[src/rtl/id_ex_pipe_reg_if.sv]
// ID/EX boundary bundle: decoder control, ID operands and EX-side handshake.
// The master side is the ID stage/core glue; the slave side is the pipeline register.
interface id_ex_pipe_reg_if #(
  parameter int DATA_W = 32,
  parameter int CNT_W  = 16
);
  logic              id_valid_i;
  logic [6:0]        id_opcode_i;
  logic              id_reg_write_i;
  logic [1:0]        id_alu_op_i;
  logic              id_alu_src_i;
  logic              id_branch_i;
  logic              id_mem_write_i;
  logic              id_mem_read_i;
  logic              id_mem_to_reg_i;
  logic [DATA_W-1:0] id_pc_i;
  logic [DATA_W-1:0] id_rs1_data_i;
  logic [DATA_W-1:0] id_rs2_data_i;
  logic [DATA_W-1:0] id_imm_i;
  logic [4:0]        id_rs1_i;
  logic [4:0]        id_rs2_i;
  logic [4:0]        id_rd_i;
  logic [3:0]        id_funct_i;
  logic              flush_i;
  logic              ex_stall_i;

  logic              ex_valid_o;
  logic              ex_reg_write_o;
  logic              ex_alu_src_o;
  logic              ex_branch_o;
  logic              ex_mem_write_o;
  logic              ex_mem_read_o;
  logic              ex_mem_to_reg_o;
  logic [1:0]        ex_alu_op_o;
  logic [DATA_W-1:0] ex_pc_o;
  logic [DATA_W-1:0] ex_rs1_data_o;
  logic [DATA_W-1:0] ex_rs2_data_o;
  logic [DATA_W-1:0] ex_imm_o;
  logic [4:0]        ex_rs1_o;
  logic [4:0]        ex_rs2_o;
  logic [4:0]        ex_rd_o;
  logic [3:0]        ex_funct_o;
  logic              id_hold_o;
  logic [CNT_W-1:0]  bubble_cnt_o;

  modport master (
    output id_valid_i, id_opcode_i, id_reg_write_i, id_alu_op_i, id_alu_src_i,
           id_branch_i, id_mem_write_i, id_mem_read_i, id_mem_to_reg_i, id_pc_i,
           id_rs1_data_i, id_rs2_data_i, id_imm_i, id_rs1_i, id_rs2_i, id_rd_i,
           id_funct_i, flush_i, ex_stall_i,
    input  ex_valid_o, ex_reg_write_o, ex_alu_src_o, ex_branch_o, ex_mem_write_o,
           ex_mem_read_o, ex_mem_to_reg_o, ex_alu_op_o, ex_pc_o, ex_rs1_data_o,
           ex_rs2_data_o, ex_imm_o, ex_rs1_o, ex_rs2_o, ex_rd_o, ex_funct_o,
           id_hold_o, bubble_cnt_o
  );

  modport slave (
    input  id_valid_i, id_opcode_i, id_reg_write_i, id_alu_op_i, id_alu_src_i,
           id_branch_i, id_mem_write_i, id_mem_read_i, id_mem_to_reg_i, id_pc_i,
           id_rs1_data_i, id_rs2_data_i, id_imm_i, id_rs1_i, id_rs2_i, id_rd_i,
           id_funct_i, flush_i, ex_stall_i,
    output ex_valid_o, ex_reg_write_o, ex_alu_src_o, ex_branch_o, ex_mem_write_o,
           ex_mem_read_o, ex_mem_to_reg_o, ex_alu_op_o, ex_pc_o, ex_rs1_data_o,
           ex_rs2_data_o, ex_imm_o, ex_rs1_o, ex_rs2_o, ex_rd_o, ex_funct_o,
           id_hold_o, bubble_cnt_o
  );
endinterface

[src/rtl/id_ex_pipe_reg.sv]
// ID/EX pipeline register with load-use hazard detection, flush/stall handling
// and a saturating count of inserted load-use bubbles.
module id_ex_pipe_reg #(
  parameter int DATA_W = 32,
  parameter int CNT_W  = 16
) (
  input logic              clk_i,
  input logic              rst_i,
  id_ex_pipe_reg_if.slave  bus
);

  localparam logic [6:0] OP_LUI    = 7'b0110111;
  localparam logic [6:0] OP_AUIPC  = 7'b0010111;
  localparam logic [6:0] OP_JAL    = 7'b1101111;
  localparam logic [6:0] OP_RTYPE  = 7'b0110011;
  localparam logic [6:0] OP_STORE  = 7'b0100011;
  localparam logic [6:0] OP_BRANCH = 7'b1100011;

  logic rs1Used;
  logic rs2Used;
  logic loadUse;
  logic advance;
  logic slotLive;
  logic countBubble;

  // Which source registers the ID instruction actually reads
  always_comb begin
    rs1Used = 1'b1;
    rs2Used = 1'b0;
    case (bus.id_opcode_i)
      OP_LUI, OP_AUIPC, OP_JAL:      rs1Used = 1'b0;
      OP_RTYPE, OP_STORE, OP_BRANCH: rs2Used = 1'b1;
      default: begin
        rs1Used = 1'b1;
        rs2Used = 1'b0;
      end
    endcase
  end

  // Hazard detection and the EX-slot update decision for this edge
  always_comb begin
    loadUse = bus.id_valid_i & bus.ex_valid_o & bus.ex_mem_read_o
            & (bus.ex_rd_o != 5'd0)
            & ((rs1Used & (bus.id_rs1_i == bus.ex_rd_o))
             | (rs2Used & (bus.id_rs2_i == bus.ex_rd_o)));
    bus.id_hold_o = (loadUse | bus.ex_stall_i) & ~bus.flush_i;
    // A flush overrides a stall, so the slot moves whenever either is true
    advance     = ~bus.ex_stall_i | bus.flush_i;
    slotLive    = bus.id_valid_i & ~bus.flush_i & ~loadUse;
    countBubble = ~bus.flush_i & ~bus.ex_stall_i & loadUse;
  end

  // EX slot register and bubble counter
  always_ff @(posedge clk_i or posedge rst_i) begin
    if (rst_i) begin
      bus.ex_valid_o      <= 1'b0;
      bus.ex_reg_write_o  <= 1'b0;
      bus.ex_alu_src_o    <= 1'b0;
      bus.ex_branch_o     <= 1'b0;
      bus.ex_mem_write_o  <= 1'b0;
      bus.ex_mem_read_o   <= 1'b0;
      bus.ex_mem_to_reg_o <= 1'b0;
      bus.ex_alu_op_o     <= 2'b00;
      bus.ex_pc_o         <= {DATA_W{1'b0}};
      bus.ex_rs1_data_o   <= {DATA_W{1'b0}};
      bus.ex_rs2_data_o   <= {DATA_W{1'b0}};
      bus.ex_imm_o        <= {DATA_W{1'b0}};
      bus.ex_rs1_o        <= 5'd0;
      bus.ex_rs2_o        <= 5'd0;
      bus.ex_rd_o         <= 5'd0;
      bus.ex_funct_o      <= 4'd0;
      bus.bubble_cnt_o    <= {CNT_W{1'b0}};
    end else if (advance) begin
      // Data fields always follow ID; they are meaningless when the slot is a bubble
      bus.ex_pc_o         <= bus.id_pc_i;
      bus.ex_rs1_data_o   <= bus.id_rs1_data_i;
      bus.ex_rs2_data_o   <= bus.id_rs2_data_i;
      bus.ex_imm_o        <= bus.id_imm_i;
      bus.ex_rs1_o        <= bus.id_rs1_i;
      bus.ex_rs2_o        <= bus.id_rs2_i;
      bus.ex_funct_o      <= bus.id_funct_i;
      bus.ex_valid_o      <= slotLive;
      bus.ex_reg_write_o  <= bus.id_reg_write_i  & slotLive;
      bus.ex_alu_src_o    <= bus.id_alu_src_i    & slotLive;
      bus.ex_branch_o     <= bus.id_branch_i     & slotLive;
      bus.ex_mem_write_o  <= bus.id_mem_write_i  & slotLive;
      bus.ex_mem_read_o   <= bus.id_mem_read_i   & slotLive;
      bus.ex_mem_to_reg_o <= bus.id_mem_to_reg_i & slotLive;
      bus.ex_alu_op_o     <= bus.id_alu_op_i & {2{slotLive}};
      bus.ex_rd_o         <= slotLive ? bus.id_rd_i : 5'd0;
      if (countBubble && (bus.bubble_cnt_o != {CNT_W{1'b1}})) begin
        bus.bubble_cnt_o <= bus.bubble_cnt_o + {{(CNT_W-1){1'b0}}, 1'b1};
      end
    end
  end

endmodule

[src/flat_wrapper.sv]
// flat-port wrapper written by rule: the top's interface ports become plain ports
module id_ex_pipe_reg_flat 
#(
  parameter int DATA_W = 32,
  parameter int CNT_W  = 16
)
  (clk_i, rst_i, bus_id_valid_i, bus_id_opcode_i, bus_id_reg_write_i, bus_id_alu_op_i, bus_id_alu_src_i, bus_id_branch_i, bus_id_mem_write_i, bus_id_mem_read_i, bus_id_mem_to_reg_i, bus_id_pc_i, bus_id_rs1_data_i, bus_id_rs2_data_i, bus_id_imm_i, bus_id_rs1_i, bus_id_rs2_i, bus_id_rd_i, bus_id_funct_i, bus_flush_i, bus_ex_stall_i, bus_ex_valid_o, bus_ex_reg_write_o, bus_ex_alu_src_o, bus_ex_branch_o, bus_ex_mem_write_o, bus_ex_mem_read_o, bus_ex_mem_to_reg_o, bus_ex_alu_op_o, bus_ex_pc_o, bus_ex_rs1_data_o, bus_ex_rs2_data_o, bus_ex_imm_o, bus_ex_rs1_o, bus_ex_rs2_o, bus_ex_rd_o, bus_ex_funct_o, bus_id_hold_o, bus_bubble_cnt_o);
  id_ex_pipe_reg_if #(.DATA_W(DATA_W), .CNT_W(CNT_W)) bus_i ();
  input logic clk_i;
  input logic rst_i;
  input wire logic [$bits(bus_i.id_valid_i)-1:0] bus_id_valid_i;
  input wire logic [$bits(bus_i.id_opcode_i)-1:0] bus_id_opcode_i;
  input wire logic [$bits(bus_i.id_reg_write_i)-1:0] bus_id_reg_write_i;
  input wire logic [$bits(bus_i.id_alu_op_i)-1:0] bus_id_alu_op_i;
  input wire logic [$bits(bus_i.id_alu_src_i)-1:0] bus_id_alu_src_i;
  input wire logic [$bits(bus_i.id_branch_i)-1:0] bus_id_branch_i;
  input wire logic [$bits(bus_i.id_mem_write_i)-1:0] bus_id_mem_write_i;
  input wire logic [$bits(bus_i.id_mem_read_i)-1:0] bus_id_mem_read_i;
  input wire logic [$bits(bus_i.id_mem_to_reg_i)-1:0] bus_id_mem_to_reg_i;
  input wire logic [$bits(bus_i.id_pc_i)-1:0] bus_id_pc_i;
  input wire logic [$bits(bus_i.id_rs1_data_i)-1:0] bus_id_rs1_data_i;
  input wire logic [$bits(bus_i.id_rs2_data_i)-1:0] bus_id_rs2_data_i;
  input wire logic [$bits(bus_i.id_imm_i)-1:0] bus_id_imm_i;
  input wire logic [$bits(bus_i.id_rs1_i)-1:0] bus_id_rs1_i;
  input wire logic [$bits(bus_i.id_rs2_i)-1:0] bus_id_rs2_i;
  input wire logic [$bits(bus_i.id_rd_i)-1:0] bus_id_rd_i;
  input wire logic [$bits(bus_i.id_funct_i)-1:0] bus_id_funct_i;
  input wire logic [$bits(bus_i.flush_i)-1:0] bus_flush_i;
  input wire logic [$bits(bus_i.ex_stall_i)-1:0] bus_ex_stall_i;
  output wire logic [$bits(bus_i.ex_valid_o)-1:0] bus_ex_valid_o;
  output wire logic [$bits(bus_i.ex_reg_write_o)-1:0] bus_ex_reg_write_o;
  output wire logic [$bits(bus_i.ex_alu_src_o)-1:0] bus_ex_alu_src_o;
  output wire logic [$bits(bus_i.ex_branch_o)-1:0] bus_ex_branch_o;
  output wire logic [$bits(bus_i.ex_mem_write_o)-1:0] bus_ex_mem_write_o;
  output wire logic [$bits(bus_i.ex_mem_read_o)-1:0] bus_ex_mem_read_o;
  output wire logic [$bits(bus_i.ex_mem_to_reg_o)-1:0] bus_ex_mem_to_reg_o;
  output wire logic [$bits(bus_i.ex_alu_op_o)-1:0] bus_ex_alu_op_o;
  output wire logic [$bits(bus_i.ex_pc_o)-1:0] bus_ex_pc_o;
  output wire logic [$bits(bus_i.ex_rs1_data_o)-1:0] bus_ex_rs1_data_o;
  output wire logic [$bits(bus_i.ex_rs2_data_o)-1:0] bus_ex_rs2_data_o;
  output wire logic [$bits(bus_i.ex_imm_o)-1:0] bus_ex_imm_o;
  output wire logic [$bits(bus_i.ex_rs1_o)-1:0] bus_ex_rs1_o;
  output wire logic [$bits(bus_i.ex_rs2_o)-1:0] bus_ex_rs2_o;
  output wire logic [$bits(bus_i.ex_rd_o)-1:0] bus_ex_rd_o;
  output wire logic [$bits(bus_i.ex_funct_o)-1:0] bus_ex_funct_o;
  output wire logic [$bits(bus_i.id_hold_o)-1:0] bus_id_hold_o;
  output wire logic [$bits(bus_i.bubble_cnt_o)-1:0] bus_bubble_cnt_o;
  assign bus_i.id_valid_i = bus_id_valid_i;
  assign bus_i.id_opcode_i = bus_id_opcode_i;
  assign bus_i.id_reg_write_i = bus_id_reg_write_i;
  assign bus_i.id_alu_op_i = bus_id_alu_op_i;
  assign bus_i.id_alu_src_i = bus_id_alu_src_i;
  assign bus_i.id_branch_i = bus_id_branch_i;
  assign bus_i.id_mem_write_i = bus_id_mem_write_i;
  assign bus_i.id_mem_read_i = bus_id_mem_read_i;
  assign bus_i.id_mem_to_reg_i = bus_id_mem_to_reg_i;
  assign bus_i.id_pc_i = bus_id_pc_i;
  assign bus_i.id_rs1_data_i = bus_id_rs1_data_i;
  assign bus_i.id_rs2_data_i = bus_id_rs2_data_i;
  assign bus_i.id_imm_i = bus_id_imm_i;
  assign bus_i.id_rs1_i = bus_id_rs1_i;
  assign bus_i.id_rs2_i = bus_id_rs2_i;
  assign bus_i.id_rd_i = bus_id_rd_i;
  assign bus_i.id_funct_i = bus_id_funct_i;
  assign bus_i.flush_i = bus_flush_i;
  assign bus_i.ex_stall_i = bus_ex_stall_i;
  assign bus_ex_valid_o = bus_i.ex_valid_o;
  assign bus_ex_reg_write_o = bus_i.ex_reg_write_o;
  assign bus_ex_alu_src_o = bus_i.ex_alu_src_o;
  assign bus_ex_branch_o = bus_i.ex_branch_o;
  assign bus_ex_mem_write_o = bus_i.ex_mem_write_o;
  assign bus_ex_mem_read_o = bus_i.ex_mem_read_o;
  assign bus_ex_mem_to_reg_o = bus_i.ex_mem_to_reg_o;
  assign bus_ex_alu_op_o = bus_i.ex_alu_op_o;
  assign bus_ex_pc_o = bus_i.ex_pc_o;
  assign bus_ex_rs1_data_o = bus_i.ex_rs1_data_o;
  assign bus_ex_rs2_data_o = bus_i.ex_rs2_data_o;
  assign bus_ex_imm_o = bus_i.ex_imm_o;
  assign bus_ex_rs1_o = bus_i.ex_rs1_o;
  assign bus_ex_rs2_o = bus_i.ex_rs2_o;
  assign bus_ex_rd_o = bus_i.ex_rd_o;
  assign bus_ex_funct_o = bus_i.ex_funct_o;
  assign bus_id_hold_o = bus_i.id_hold_o;
  assign bus_bubble_cnt_o = bus_i.bubble_cnt_o;
  id_ex_pipe_reg #(.DATA_W(DATA_W), .CNT_W(CNT_W)) u_core (.clk_i(clk_i), .rst_i(rst_i), .bus(bus_i));
endmodule
[config.mk]
export PLATFORM = sky130hd
export DESIGN_NAME = id_ex_pipe_reg_flat
export DESIGN_NICKNAME = d
export VERILOG_FILES = /design/src/rtl/id_ex_pipe_reg_if.sv /design/src/rtl/id_ex_pipe_reg.sv /design/src/flat_wrapper.sv
export SDC_FILE = /design/constraint.sdc
export NUM_CORES = 1
export LEC_CHECK = 0
export BUFFER_PORTS_ARGS = -buffer_cell sky130_fd_sc_hd__buf_2
export CELL_PAD_IN_SITES_DETAIL_PLACEMENT = 0
export CELL_PAD_IN_SITES_GLOBAL_PLACEMENT = 1
export CORE_ASPECT_RATIO = 0.8
export CORE_MARGIN = 1.5
export CORE_UTILIZATION = 33
export CTS_BUF_LIST = sky130_fd_sc_hd__clkbuf_16
export CTS_CLUSTER_SIZE = 12
export DETAILED_ROUTE_END_ITERATION = 10
export PLACE_DENSITY = 0.92
export SYNTH_ARGS = -nofsm -noshare
export SYNTH_HDL_FRONTEND = slang
export SYNTH_SLANG_ARGS = --single-unit
[constraint.sdc]
create_clock -name clk_i -period 7.3 [get_ports clk_i]
set_clock_uncertainty 0.1 [all_clocks]
set_input_delay 1.46 -clock clk_i [delete_from_list [all_inputs] [get_ports clk_i]]
set_output_delay 1.46 -clock clk_i [all_outputs]
set_load 0.02 [all_outputs]
==> results_dict.tcl, run 1 <==
set metrics [dict create \
    p_per_area_nw_per_um2 245.9 \
    syn-mean-instance-area_sq_um 9.231 \
    place_hpwl_um 13350 \
    finalSetupTns_ns 0 \
    antenna_found_initial 0 \
    htreeDepth 4 \
    wirelength_um 18960 \
    cellLeakagePower_nw 5.335 \
    rsz0062_at_grt "false" \
    cts_hold_buf 0 \
    synth_top_area_share 0.6379 \
    worstPathRequired_ns 5.74 \
    drv_slew 0 \
    worstPathArrival_ns 2.79 \
    fin_util 0.4648 \
    grt_pass1_vias 5612 \
    grt_max_degree 102 \
    path_buf_inv 2 \
    async_flop_share 1.000 \
    critical-path-max-stage-delay_ns 0.53 \
    antennaDiodeCount 0 \
    clkSinkCount 172 \
    post_cts_resized 0 \
    numPortBuffers 339 \
    ant_nets 0 \
    gr-total-overflow 0 \
    start_util 0.3388 \
    dr.pass1.iters 4 \
    synth.area.top_cells "dfrtp_1 (64%), nand2_1 (24%), xnor2_1 (2.1%)" \
    critPathSlowestCell "or4_4" \
    track_usage 0.1757 \
    drive_gt1_frac 0.3535 \
    worstSetupStartpointType "input port" \
    max_freq_mhz 230.0 \
    netlist_area_sq_um 6748 \
    drv_cap 0 \
    drt_iter0_markers 410 \
    syn_inst 731 \
    period_share 0.5956 \
    peakVddDrop_mv 0.1113 \
    ys_types 37 \
    power.total_w 0.002276 \
    hp-class "reg2reg" \
    hold_violations 0 \
    relSlewSlack 0.2184 \
    nets 1227 \
    io_pins 340 \
    dp.cells 1304 \
    die_w_um 162.9 \
    crit_path_end_kind "primary output" \
    wire_per_inst_um 14.19 \
    tightest_slew_ns 1.172 \
    num_vias 5918 \
    rows 46 \
    yosysSeqAreaShare 0.6379 \
    cts_max_path_buffers 2 \
    crit_fanout 3 \
    cts_root_buffer "clkbuf_16" \
    synth.net_count 899 \
    crit_chain "buf_2, nor2_1, nand3_1, or4_4, nand2_1, a41o_1, buf_2" \
    cts-buffers-inserted 17 \
    setup_viol 0 \
    dieArea_sq_um 21320 \
    ys_seq_elements 172 \
    outcome "completed" \
    die_h_um 130.9 \
    crit_path_frequent_cell "buf_2" \
    core_sq_um 19910 \
    min_period_ns 4.348 \
    synth_top_cell_by_area "dfrtp_1" \
    drc_errors 0 \
    routed_via_density 4.430 \
    ys_warn_count 0 \
    fin_cells 1336 \
    cts_setup_buffers 0 \
    path_delay_family "simple AND/OR/NAND/NOR gates" \
    grt_pass1_wl_um 29120 \
    insertion_delay_ns 0.42 \
    path_clk_slew_ns 0.07 \
    syn_to_final_growth_pct 37.18 \
    cts_tree "done" \
    synth-edff-count 0 \
    synthFlopType "dfrtp_1" \
    place.gp.congestion 0.8517 \
    crit_type "in2out" \
]
flip-flops by register name (all words and copies together), names as in the netlist, 2 cells and up:
name	cells
u_core.bus.ex_alu_op_o	2
u_core.bus.ex_rs1_data_o	32
u_core.bus.bubble_cnt_o	16
u_core.bus.ex_rd_o	5
u_core.bus.ex_rs2_o	5
u_core.bus.ex_imm_o	32
u_core.bus.ex_rs1_o	5
u_core.bus.ex_funct_o	4
u_core.bus.ex_rs2_data_o	32
u_core.bus.ex_pc_o	32
worst min-delay path, stage by stage (launching register included):
cell	delay, ns
dfrtp_1	0.34
nand2_1	0.05
nand2_1	0.05
power breakdown:
part           internal, W  total [W]  switching (W)
clock network     0.000478   0.000882       0.000404
registers          0.00102    0.00106      0.0000361
logic             0.000115   0.000337       0.000222
cell type report:
cell class | instances | area, sq um
repair buffers | 343 | 1727
multi-input cells | 522 | 2311
well taps | 264 | 330.3
clock buffers | 17 | 425.4
clock inverters | 15 | 142.6
flip-flops and latches | 172 | 4304
inverters | 3 | 16.27
fillers | 1969 | 10660
cells in the mapped netlist (2+ instances only):
cell and number:
inv_1 3, and3_1 7, xor2_1 8, clkbuf_1 31, nand3_1 10, nand4_1 6
a22o_1 13, dfrtp_1 172, nor2_1 3, nor2b_1 2, a21oi_1 2, xnor2_1 16
nand2_1 434
layer usage:
metal  global-route usage  vias to the layer above  wire length [um]
met5                    0                        -                 0
met4              0.06044                        0               318
met3              0.06566                       20              1923
met2               0.2816                      249              8761
met1               0.2192                     2719              7956
li1                     -                     2930                 -
stage by stage:
step	hold WS [ns]	setup WS, ns	instance area [sq um]
after floorplan	0.4827	1.080	6748
after global placement	0.3436	2.960	8688
after detailed placement	0.3502	2.976	8688
after CTS	0.3650	2.966	9256
after global routing	0.3792	2.912	9256
final	0.3616	2.952	9256
layout by cell type (no fill, tap or decap), drive strengths merged, types with 2 or more instances in the layout:
| cell type | count |
|---|---|
| mux2 | 2 |
| nand4 | 6 |
| clkinv | 7 |
| nand2 | 434 |
| nor2 | 3 |
| inv | 10 |
| clkbuf | 17 |
| buf | 343 |
| dfrtp | 172 |
| nor2b | 2 |
| nand3 | 10 |
| a21oi | 3 |
| and3 | 7 |
| o21ai | 2 |
| a22o | 13 |
| xnor2 | 16 |
| xor2 | 8 |
| and2 | 2 |
cells by family after synthesis:
logic type / share of synthesized area
mux: 0.003337
simple gates: 0.2731
compound gates: 0.03078
flops: 0.6379
xor+xnor: 0.03115
buf+inv: 0.02188
fa+ha+maj: 0.001854
worst paths after layout:
path,start,to,slack [ns],cells after the start
worst max-delay path,bus_id_opcode_i[3],bus_id_hold_o,2.95,7
worst min-delay path,u_core.bus.ex_pc_o[8],u_core.bus.ex_pc_o[8],0.36,2
worst max register to register,u_core.bus.ex_rd_o[0],u_core.bus.ex_alu_op_o[1],4.79,4
worst min register to register,u_core.bus.ex_pc_o[8],u_core.bus.ex_pc_o[8],0.36,2
max in group asynchronous,rst_i,u_core.bus.ex_rs2_data_o[2],4.56,3
min in group asynchronous,rst_i,u_core.bus.ex_rd_o[1],1.11,2
(Power assumes the default switching activity.)
==> run 2, diff against run 1 <==
CORE_UTILIZATION = 29   (was 33)
PLACE_DENSITY = 0.86   (was 0.92)
clock period = 3.8 ns   (was 7.3 ns; I/O delays follow)
==> results_dict.tcl, run 2 (synthesized netlist as in run 1, its figures left out) <==
set metrics [dict create \
    outcome "completed" \
    cts_tree "done" \
    worstPathArrival_ns 2.18 \
    cts_root_buffer "clkbuf_16" \
    p_comb_frac 0.146 \
    setup_viol 0 \
    hp-class "reg2reg" \
    grt_max_degree 173 \
    num_vias 6005 \
    start_util 0.2975 \
    min_period_ns 3.038 \
    syn_to_final_growth_pct 38.87 \
    layout_common_cells "nand2_1 (433), buf_2 (339), dfrtp_1 (172), clkbuf_16 (17), xnor2_1 (16)" \
    cts-buffers-inserted 17 \
    pwr-share-clk 0.400 \
    place_hpwl_um 13060 \
    dr.pass1.iters 4 \
    wirelength_um 18700 \
    cts_hold_buf 0 \
    htreeDepth 4 \
    dr_wl_met2_um 8590 \
    die_h_um 139.4 \
    cts_max_path_buffers 2 \
    crit_fanout 5 \
    nets 1227 \
    switching_share 0.2782 \
    path_clk_slew_ns 0.07 \
    numPortBuffers 339 \
    drive_gt1_frac 0.3533 \
    period_share 0.7994 \
    worstPathRequired_ns 2.94 \
    place.gp.congestion 0.8187 \
    insertion_delay_ns 0.42 \
    peakVddDrop_mv 0.2729 \
    wire_per_inst_um 13.59 \
    antennaDiodeCount 0 \
    cellLeakagePower_nw 5.339 \
    gr-total-overflow 0 \
    intPower_w 0.003224 \
    crit_type "reg2out" \
    ant_nets 0 \
    rows 49 \
    relSlewSlack 0.1779 \
    p_per_area_nw_per_um2 476.6 \
    dieArea_sq_um 24200 \
    antenna_found_initial 0 \
    hold_violations 0 \
    fillers 2301 \
    top_layer_used "met4" \
    finalSetupTns_ns 0 \
    post_cts_resized 0 \
    tightest_slew_ns 1.233 \
    cts_setup_buffers 0 \
    wl_met1_um 8098 \
    finalWorstSetupSlack_ns 0.7624 \
    grt_pass1_wl_um 30910 \
    drt_iter0_markers 306 \
    drc_errors 0 \
    drv_slew 0 \
    io_pins 340 \
    pwr-share-seq 0.455 \
    track_usage 0.1586 \
    routed_via_density 4.364 \
    core_sq_um 22680 \
    wl_met3_um 1715 \
    worstSetupStartpointType "flop" \
    final_common_cell "nand2_1" \
    netSwitchingPower_w 0.001242 \
    max_freq_mhz 329.2 \
    rsz0062_at_grt "false" \
    crit_path_end_kind "primary output" \
    die_w_um 173.5 \
    clkSinkCount 172 \
    drv_cap 0 \
    place_ws_ns 0.8135 \
    grt_pass1_vias 6105 \
]
-- run 2: cell count changes in the layout (fill, tap and decap cells not counted) --
cell        change
clkinv_4        -4
clkinvlp_4      +4
buf_12          +3
buf_4           -3
bufinv_16       +2
inv_8           -2
clkinv_2        -1
inv_1           -1
-- run 2: critical path, stage by stage (launching register included) --
cell,delay (ns)
dfrtp_1,0.46
xnor2_1,0.21
nand3_1,0.10
or4_4,0.52
nand2_1,0.13
a41o_1,0.17
buf_2,0.16
-- run 2: layout make-up --
cell class                      instances  area, sq um  share of cell area
Sequential cell                       172         4304              0.4593
Multi-Input combinational cell        522         2311              0.2466
Timing Repair Buffer                  343         1764              0.1883
Clock buffer                           17        425.4             0.04540
Tap cell                              306        382.9             0.04086
Clock inverter                         13        167.7             0.01789
Inverter                                3        15.01            0.001602
-- run 2: path summary, 6_finish.rpt --
kind,startpoint,endpoint,slack [ns],cells after the start
max,u_core.bus.ex_rd_o[4],bus_id_hold_o,0.76,6
max reg2reg,u_core.bus.ex_rd_o[0],u_core.bus.ex_mem_read_o,1.20,4
min,u_core.bus.ex_funct_o[0],u_core.bus.ex_funct_o[0],0.36,2
min in group asynchronous,rst_i,u_core.bus.ex_rs2_data_o[1],0.40,3
min reg2reg,u_core.bus.ex_funct_o[0],u_core.bus.ex_funct_o[0],0.36,2
max in group asynchronous,rst_i,u_core.bus.ex_rs2_data_o[4],2.30,3
-- run 2: routing by layer --
metal,vias to the layer above,GRT usage
li1,2928,-
met1,2795,0.1962
met2,265,0.2583
met3,17,0.05874
met4,0,0.04805
met5,-,0
-- run 2: stage by stage --
stage,hold WS [ns],cells,area [sq um],total power (W),util
floorplan,0.4827,731,6751,0.002427,-
global placement,0.3436,1346,8777,0.002718,0.3869
detailed placement,0.3496,1346,8777,0.002727,0.3869
CTS,0.3643,1376,9370,0.004544,0.4131
global route,0.3791,1376,9370,0.004692,0.4131
finish,0.3595,1376,9370,0.004466,0.4131
-- run 2: power groups by stage --
| stage | Clock (W) | Combinational, W | Sequential, W |
|---|---|---|---|
| 2_1_floorplan | 0 | 0.000197 | 0.00223 |
| 3_3_place_gp | 0 | 0.000659 | 0.00206 |
| 3_5_place_dp | 0 | 0.000665 | 0.00206 |
| 4_1_cts | 0.00185 | 0.000664 | 0.00203 |
| 5_1_grt | 0.00192 | 0.000723 | 0.00205 |
| 6_report | 0.00178 | 0.000651 | 0.00203 |
==> run 3, diff against run 2 <==
CORE_UTILIZATION = 33   (was 29)
PLACE_DENSITY = 0.92   (was 0.86)
clock period = 3.1 ns   (was 3.8 ns; I/O delays follow)
==> results_dict.tcl, run 3 (synthesized netlist as in run 1, its figures left out) <==
set metrics [dict create \
    switching_share 0.2903 \
    cts_hold_buf 0 \
    cellLeakagePower_nw 5.342 \
    max_freq_mhz 346.0 \
    antenna_found_initial 1 \
    antennaDiodeCount 0 \
    drc_errors 0 \
    worstPathArrival_ns 2.17 \
    io_pins 340 \
    num_vias 5979 \
    worstSetupStartpointType "flop" \
    design_area_sq_um 9306 \
    syn_to_final_growth_pct 37.92 \
    drv_slew 0 \
    htreeDepth 4 \
    dr.pass1.iters 6 \
    period_share 0.9324 \
    relSlewSlack 0.2604 \
    clkSinkCount 172 \
    grt_pass1_wl_um 29790 \
    routed_via_density 4.469 \
    die_w_um 162.9 \
    tightest_slew_ns 1.109 \
    p_comb_frac 0.150 \
    worst-r2r-setup-slack_ns 0.65 \
    numPortBuffers 339 \
    place_hpwl_um 13820 \
    crit_type "reg2out" \
    pwr-share-clk 0.386 \
    rsz0062_at_grt "false" \
    intPower_w 0.003806 \
    path_clk_slew_ns 0.07 \
    final_common_cell "nand2_1" \
    worstPathRequired_ns 2.38 \
    grt_pass1_vias 5707 \
    post_cts_resized 0 \
    finalSetupTns_ns 0 \
    worst-r2r-cell-count 4 \
    drv_cap 0 \
    rows 46 \
    cts_setup_buffers 0 \
    pwr-share-seq 0.464 \
    netSwitchingPower_w 0.001557 \
    hold_violations 0 \
    layout_common_cells "nand2_1 (433), buf_2 (339), dfrtp_1 (172), clkbuf_16 (17), xnor2_1 (16)" \
    placed_area_sq_um 8740 \
    crit_path_end_kind "primary output" \
    gr-total-overflow 0 \
    min_period_ns 2.890 \
    insertion_delay_ns 0.41 \
    cts_root_buffer "clkbuf_16" \
    drive_gt1_frac 0.3538 \
    outcome "completed" \
    core_sq_um 19910 \
    peakVddDrop_mv 0.3903 \
    ant_nets 0 \
    cts_tree "done" \
    hp-class "in2async" \
    cts-buffers-inserted 17 \
    grt_max_degree 157 \
    cts_max_path_buffers 2 \
    die_h_um 130.9 \
    nets 1229 \
    wire_per_inst_um 14.39 \
    p_per_area_nw_per_um2 576.3 \
    start_util 0.3388 \
    place.gp.congestion 0.8239 \
    wirelength_um 19260 \
    setup_viol 0 \
    dieArea_sq_um 21320 \
    drt_iter0_markers 373 \
    track_usage 0.1785 \
    crit_fanout 5 \
]
==> run 3: cell types whose count changed in the layout (fill, tap and decap cells not counted) <==
cell,change
clkinv_4,+4
inv_8,+1
clkinv_1,+2
clkinvlp_4,-2
buf_4,+2
clkinv_2,-1
bufinv_16,-2
==> run 3: cell type report <==
| class | instances | area (sq um) |
|---|---|---|
| Sequential cell | 172 | 4304 |
| Multi-Input combinational cell | 522 | 2311 |
| Clock inverter | 15 | 141.4 |
| Fill cell | 1997 | 10610 |
| Timing Repair Buffer | 345 | 1779 |
| Clock buffer | 17 | 425.4 |
| Tap cell | 264 | 330.3 |
| Inverter | 3 | 15.01 |
==> run 3: stage by stage <==
step	worst slack (ns)	util	hold slack (ns)	total power [W]	cells
after floorplan	0.1833	-	0.4827	0.002975	731
after global placement	0.4221	0.4389	0.3448	0.003335	1306
after detailed placement	0.4014	0.4389	0.3501	0.003351	1306
after CTS	0.1946	0.4673	0.2658	0.005446	1338
after global routing	0.09208	0.4673	0.2726	0.005626	1338
final	0.2096	0.4673	0.2775	0.005363	1338
==> run 3: power by group through the flow <==
stage	Sequential, W	Combinational, W	Clock (W)
global route	0.00251	0.000889	0.00223
global placement	0.00252	0.000812	0
CTS	0.00249	0.000820	0.00214
floorplan	0.00273	0.000241	0
detailed placement	0.00253	0.000822	0
finish	0.00249	0.000802	0.00207
==> run 3: final timing paths <==
check | from | to
min in group clk_i | bus_id_rs2_data_i[10] | u_core.bus.ex_rs2_data_o[10]
worst max register to register | u_core.bus.ex_rd_o[0] | u_core.bus.ex_mem_write_o
worst min register to register | u_core.bus.ex_imm_o[2] | u_core.bus.ex_imm_o[2]
worst min-delay path | rst_i | u_core.bus.ex_rs1_data_o[23]
worst max-delay path | u_core.bus.ex_rd_o[4] | bus_id_hold_o
max in group asynchronous | rst_i | u_core.bus.ex_rs1_o[4]
==> run 3: layer usage <==
layer / wire length, um / part of all wire / up-vias / track usage
met3: 1832 / 0.095 / 14 / 0.06913
met2: 9154 / 0.48 / 223 / 0.2949
met1: 8098 / 0.42 / 2805 / 0.2184
met5: 15 / 0.00078 / - / 0
met4: 159 / 0.0083 / 2 / 0.05073
li1: - / - / 2935 / -
==> run 3: worst max-delay path: stages (launching register included) <==
cell and delay, ns:
dfrtp_1 0.45, xnor2_1 0.18, nand3_1 0.13, or4_4 0.53
nand2_1 0.12, a41o_1 0.17, buf_2 0.16
